`src/rtl/mux_nx1_rr.sv`:
```
// -----------------------------------------------------------------------------
// mux_nx1_rr
//
// Registered N-to-1 multiplexer with a valid/ready style output stage. Each of
// the N input channels offers a WIDTH-bit word together with a valid bit. One
// channel per cycle may be granted. A granted channel sees its popEntradas bit
// go high in the same cycle, and its word shows up on Salida on the next edge.
//
// Two arbitration modes, chosen at elaboration time:
//   MODE 0 : selector mode. The channel addressed by 'selector' is granted if
//            it is valid.
//   MODE 1 : round-robin mode. The search starts one past the last granted
//            channel and wraps around.
//
// Ports
//   clk            : single clock, rising edge
//   reset          : synchronous, active-low reset
//   Entradas       : packed channel data, channel i at [i*WIDTH +: WIDTH]
//   validEntradas  : per-channel valid
//   selector       : channel index (MODE 0 only)
//   readySalida    : downstream accepts the current output word
//   Salida         : registered output word
//   validSalida    : registered, Salida holds a word not yet accepted
//   canalSalida    : registered index of the channel that produced Salida
//   popEntradas    : combinational one-hot, channel consumed this cycle
// -----------------------------------------------------------------------------
module mux_nx1_rr #(
  parameter int WIDTH = 8,
  parameter int N     = 4,
  parameter int MODE  = 0
) (
  input  logic                   clk,
  input  logic                   reset,
  input  logic [N*WIDTH-1:0]     Entradas,
  input  logic [N-1:0]           validEntradas,
  input  logic [$clog2(N)-1:0]   selector,
  input  logic                   readySalida,
  output logic [WIDTH-1:0]       Salida,
  output logic                   validSalida,
  output logic [$clog2(N)-1:0]   canalSalida,
  output logic [N-1:0]           popEntradas
);

  localparam int SELW = $clog2(N);

  logic [WIDTH-1:0] salida_q, salida_d;
  logic             valid_q,  valid_d;
  logic [SELW-1:0]  canal_q,  canal_d;
  logic [SELW-1:0]  ptr_q,    ptr_d;

  logic             load;
  logic             selGrant;
  logic             rrGrant;
  logic [SELW-1:0]  rrIdx;
  logic [SELW-1:0]  candIdx;
  logic             grant;
  logic [SELW-1:0]  grantIdx;
  logic [WIDTH-1:0] grantData;

  // Arbitration. The output register can take a new word when it is empty or
  // its current word is being accepted this cycle. The round-robin search
  // walks from ptr+N down to ptr+1 so the last hit wins. That makes the
  // closest valid channel after ptr the winner without needing an early exit.
  // Index arithmetic is SELW bits wide, so the wrap-around comes for free
  // because N is a power of two.
  always_comb begin
    load     = !valid_q || readySalida;
    selGrant = validEntradas[selector];
    rrGrant  = 1'b0;
    rrIdx    = '0;
    candIdx  = '0;
    for (int k = N; k >= 1; k--) begin
      candIdx = ptr_q + SELW'(k);
      if (validEntradas[candIdx]) begin
        rrGrant = 1'b1;
        rrIdx   = candIdx;
      end
    end
    grant     = load && ((MODE == 0) ? selGrant : rrGrant);
    grantIdx  = (MODE == 0) ? selector : rrIdx;
    grantData = Entradas[grantIdx*WIDTH +: WIDTH];
  end

  // The pop is suppressed while reset is low. A word the block is not going
  // to capture must never be consumed from the channel.
  always_comb begin
    popEntradas = '0;
    if (reset && grant) begin
      popEntradas = N'(1) << grantIdx;
    end
  end

  // Next-state logic for the output stage and the round-robin pointer. On a
  // load with no grant, only the valid flag drops. The stale data and index
  // are left in place.
  always_comb begin
    salida_d = salida_q;
    valid_d  = valid_q;
    canal_d  = canal_q;
    ptr_d    = ptr_q;
    if (load) begin
      if (grant) begin
        salida_d = grantData;
        valid_d  = 1'b1;
        canal_d  = grantIdx;
        ptr_d    = grantIdx;
      end else begin
        valid_d  = 1'b0;
      end
    end
  end

  // State registers. The pointer resets to N-1 so that the first round-robin
  // grant lands on channel 0.
  always_ff @(posedge clk) begin
    if (!reset) begin
      salida_q <= '0;
      valid_q  <= 1'b0;
      canal_q  <= '0;
      ptr_q    <= SELW'(N - 1);
    end else begin
      salida_q <= salida_d;
      valid_q  <= valid_d;
      canal_q  <= canal_d;
      ptr_q    <= ptr_d;
    end
  end

  assign Salida      = salida_q;
  assign validSalida = valid_q;
  assign canalSalida = canal_q;

endmodule

```
`config.mk`:
```
export PLATFORM = sky130hd
export DESIGN_NAME = mux_nx1_rr
export DESIGN_NICKNAME = d
export VERILOG_FILES = /design/src/rtl/mux_nx1_rr.sv
export SDC_FILE = /design/constraint.sdc
export NUM_CORES = 1
export LEC_CHECK = 0
export BUFFER_PORTS_ARGS = -buffer_cell sky130_fd_sc_hd__buf_4
export CORE_MARGIN = 4
export CORE_UTILIZATION = 41
export CTS_BUF_LIST = sky130_fd_sc_hd__clkbuf_8 sky130_fd_sc_hd__clkbuf_16
export CTS_CLUSTER_SIZE = 25
export DETAILED_ROUTE_END_ITERATION = 16
export PLACE_DENSITY = 0.83
export SYNTH_ARGS = -nofsm -noshare
export SYNTH_HDL_FRONTEND = slang
export SYNTH_SLANG_ARGS = --single-unit
export TNS_END_PERCENT = 20
```
`constraint.sdc`:
```
create_clock -name clk -period 3.35 [get_ports clk]
set_clock_uncertainty 0.2 [all_clocks]
set_input_delay 0.1675 -clock clk [delete_from_list [all_inputs] [get_ports clk]]
set_output_delay 0.1675 -clock clk [all_outputs]
set_load 0.03 [all_outputs]
```
# --- Word-level counts from Yosys, hierarchy flattened ---
# Index checks and enable logic that the tools add are counted.
classes:
  n_mux: 4
  shift: 2
  order_cmp: 1
  reduce_logical: 5
op_table:
  columns: ["cell", "n"]
  rows:
  - ["variable part select 32 x 6 -> 8 bit", 1]
  - ["two-way mux 4 bit", 1]
  - ["left shift 1 x 2 -> 4 bit, first input constant", 1]
  - ["< comparator 2 x 3 -> 1 bit, second input constant", 1]
  - ["binary-select mux 1 bit (select 2 bit)", 1]
  - ["logical AND 1 bit", 2]
  - ["two-way mux 1 bit", 2]
  - ["AND reduction 2 bit", 1]
  - ["zero test 1 bit", 1]
  - ["logical OR 1 bit", 1]
word_totals:
  out_inout_bits: 15
  elab_cells: 15
  inputBits: 41
  regBits: 11

# --- Depth between registers and ports, before layout ---
depth:
  depth_word: 5
  mapped_depth: 5
  ltp_nobuf: 4

# --- Worst setup path after synthesis ---
# No wires, ideal clock.
synth_timing:
  kind: "reg2out"
  from: "register valid_q (netlist: validSalida)"
  to: "output port popEntradas[1]"
  setup_slack_ns: 1.615
  t_arrival_ns: 1.367
  stages_incl_launch_ff: 6
  path_buffers: 1
  path_cell_list: "dfxtp_1 -> nand2b_1 -> and3_1 -> buf_4 -> nand3_1 -> nor2_1"
synth_between:
  elab_chain_len: 5
synth_rtl:
  columns: ["element", "line", "rtl"]
  rows:
  - ["start, declared", "47", "logic valid_q, valid_d;"]
  - ["start signal, assigned", "123", "valid_q <= valid_d;"]
  - ["zero test 1 bit", "67", "load = !valid_q || readySalida;"]
  - ["logical OR 1 bit", "67", null]
  - ["logical AND 1 bit", "79", "grant = load && ((MODE == 0) ? selGrant : rrGrant);"]
  - ["logical AND 1 bit", "88", "if (reset && grant) begin"]
  - ["two-way mux 4 bit", "88", null]
  - ["end, declared", "41", "output logic [N-1:0] popEntradas"]
# No other way between the ends.

# --- Worst setup path after layout ---
layout_timing:
  from: "register valid_q (netlist: validSalida)"
  to: "output port popEntradas[0]"
# Same word-level chain as after synthesis.

==> summary.txt <==
Power and ir drop
  • Clock power frac: 0.314
  • Reg power frac: 0.353
  • Internal Power: just under 300 µW
  • PD cells: 362.4 nW/µm²
  • Switching power total: 123.7 µW
  • Worst IR drop on VDD: about 0.00033 V
  • Comb pwr share: 0.333
  • Leak: roughly 0.54 nW
  • Switching Fraction: 0.2948

Detailed routing
  • Antenna Nets Post-Route: 0
  • Total Wirelength: between 2000 and 2500 µm
  • Remaining DRCs: 0
  • Routed vias: between 800 and 900
  • Pre-antenna DRT Iters: 4
  • Drt via density: about 5.8
  • DR iter-0 viols: 33
  • DR WL/cell: between 15 and 20 µm

Worst setup path
  • CP max stage delay: 840 ps
  • Cell family with most CP delay: simple AND/OR/NAND/NOR gates
  • WP buf/inv: 1
  • Worst path required time: about 3000 ps
  • WS Path Type: register to primary output
  • Worst r2r src: validSalida
  • Critical-path cell list: nor2b_1 -> nor3_1 -> and4_1 -> buf_4
  • Crit-path slowest cell: nor3_1
  • CP Launch Point: validSalida
  • CP arrival: 1990 ps
  • Max FO, Critical Path: 11
  • Critical path capture point type: primary output
  • CP Launch Type: register

Placed design
  • Routability cong.: roughly 0.77
  • Port Buffers: 55
  • Placed insts: approximately 140
  • Detailed Place HPWL: between 1500 and 2000 µm

Yosys
  • Dominant cells by area after synthesis: dfxtp_1, mux4_2, a21boi_1
  • Unique cell type count in the Yosys netlist: 21
  • Yosys top cell area share: 0.3082
  • Cells after synthesis: around 70
  • Synth area leader: dfxtp_1
  • Top FF cell, synth: dfxtp_1
  • Syn Nets: 113
  • Post-synth EDFFs: 0
  • Post-synthesis sequential area ratio: 0.3082
  • Post-synthesis instance area: a little over 700 µm²
  • Synth Warn #: 0
  • Synth Register Bits: 11
  • Share of flip-flops with an asynchronous set or reset: 0
  • Post-synth top cells: dfxtp_1, nand3_1, a21boi_1
  • Avg Inst Size Synth: between 9 and 10 µm²

Global routing
  • First-pass GRT wire length: just under 4000 µm
  • Tot GR Track Use: 0.2024
  • Grt total ovfl: 0
  • Largest net degree at the start of global routing: 15
  • Vias in the first global route: ~840
  • Initial antenna violation count: 0

Timing
  • Period utilisation layout: 0.7039
  • Highest Clock Rate: roughly 420 MHz
  • Final Hold Vio Count: 0
  • Slew @ Worst Pin: 1111 ps
  • Endpoints failing setup: 0
  • RSZ-0062 raised after global routing: no
  • Rel. slew slack: 0.2534
  • Min cycle time layout: 2358 ps
  • Max Slew Vio Count: 0
  • Setup TNS: 0 ps

Hold path
  • Worst Min Path Start: readySalida
  • Worst Hold Class: input pin to register

Clock tree
  • Hold buffer count at CTS: 0
  • Post-CTS Resized: 0
  • Clk buf depth: 2
  • Worst-Skew Late Latency: roughly 230 ps
  • CTS tree: built
  • Root Buffer: clkbuf_8
  • Setup bufs post-CTS: 0
  • CTS buffer count: 3
  • Clock slew seen by the registers of the worst setup and hold paths: ~50 ps
  • Clock sink count: 11
  • CTS H-tree depth: 1

Finish
  • Layout Cells excl Fill: roughly 140
  • Area grow syn2layout: 62.00%
  • Layout cells sized above 1: 0.5360
  • Ant. Diodes: 0
  • Nets: ~170

Floorplan
  • Die Ht: between 40 and 50 µm
  • Num ports: 56
  • Die area: approximately 2500 µm²
  • Core area: between 1500 and 2000 µm²
  • Chip width: 49.75 µm
  • Initial core utilization: 0.4532
  • Row Count: 14

Outcome
  • Status: completed

Run
  • Max cap viols: 0
==> power by group through the flow <==
stage	Combinational, mW	Clock [mW]	Sequential [mW]
global route	0.150	0.136	0.150
global placement	0.136	0	0.150
floorplan	0.0560	0	0.172
finish	0.140	0.132	0.148
detailed placement	0.139	0	0.151
CTS	0.140	0.132	0.148
==> cells by family after synthesis <==
group / count (synthesis) / synth area share
AND/OR/NAND/NOR: 22 / 0.1681
multiplexers: 10 / 0.2820
AO/OA/AOI/OAI: 21 / 0.1821
buffers and inverters: 8 / 0.05954
flip-flops: 11 / 0.3082
==> worst register-to-register path: cells and delay by family (launching register included) <==
kind	cells	cell delay, ps
and+or+nand+nor	2	970
AOI/OAI and AO/OA	2	420
DFF	1	310
==> per-stage QoR <==
step	setup slack (ps)	hold WS (ps)	cell area [µm²]	power, mW	util
2_1_floorplan	1615	120.6	714.4	0.2279	-
3_3_place_gp	1212	249.3	1112	0.2865	0.7056
3_5_place_dp	1189	255.4	1112	0.2898	0.7056
4_1_cts	1048	58.96	1157	0.4200	0.7341
5_1_grt	853.7	69.20	1157	0.4361	0.7341
6_report	992.0	57.52	1157	0.4195	0.7341
==> cell type report <==
class | count | area, µm²
Tap cell | 16 | 20.02
Inverter | 2 | 7.507
Timing Repair Buffer | 55 | 412.9
Multi-Input combinational cell | 53 | 451.7
Clock inverter | 1 | 3.754
Fill cell | 125 | 419.2
Clock buffer | 3 | 41.29
Sequential cell | 11 | 220.2
==> registers in the layout, indices dropped and copies added (netlist names) <==
signal	count
Salida	8
canalSalida	2
validSalida	1
==> layout by cell type (no fill, tap or decap), drive strengths merged <==
cell type	netlist	routed
buf	4	55
dfxtp	11	11
nand3	11	11
a21boi	10	10
o21ai	10	10
mux4	8	8
inv	2	3
clkbuf	2	3
nor2b	2	2
and4	2	2
nor2	2	2
mux2i	1	1
nor3	1	1
nand2b	1	1
mux2	1	1
and3	1	1
or3	1	1
nand2	1	1
a21oi	1	1
==> per-layer routing <==
metal  part of all wire  GRT usage  up-vias  wire, µm
met5                  0          0        -         0
met4              0.024    0.08295        0        57
met3              0.066    0.05422        6       156
met2               0.54     0.3546       44      1286
met1               0.36     0.2298      388       861
li1                   -          -      381         -
==> path summary, 6_finish.rpt <==
path | end | slack [ps] | cells after the start
worst max-delay path | popEntradas[0] | 990 | 4
worst min-delay path | validSalida | 60 | 3
worst max register to register | Salida[3] | 1360 | 4
worst min register to register | Salida[7] | 260 | 2
Note: power is estimated with default switching activity, not from simulation.
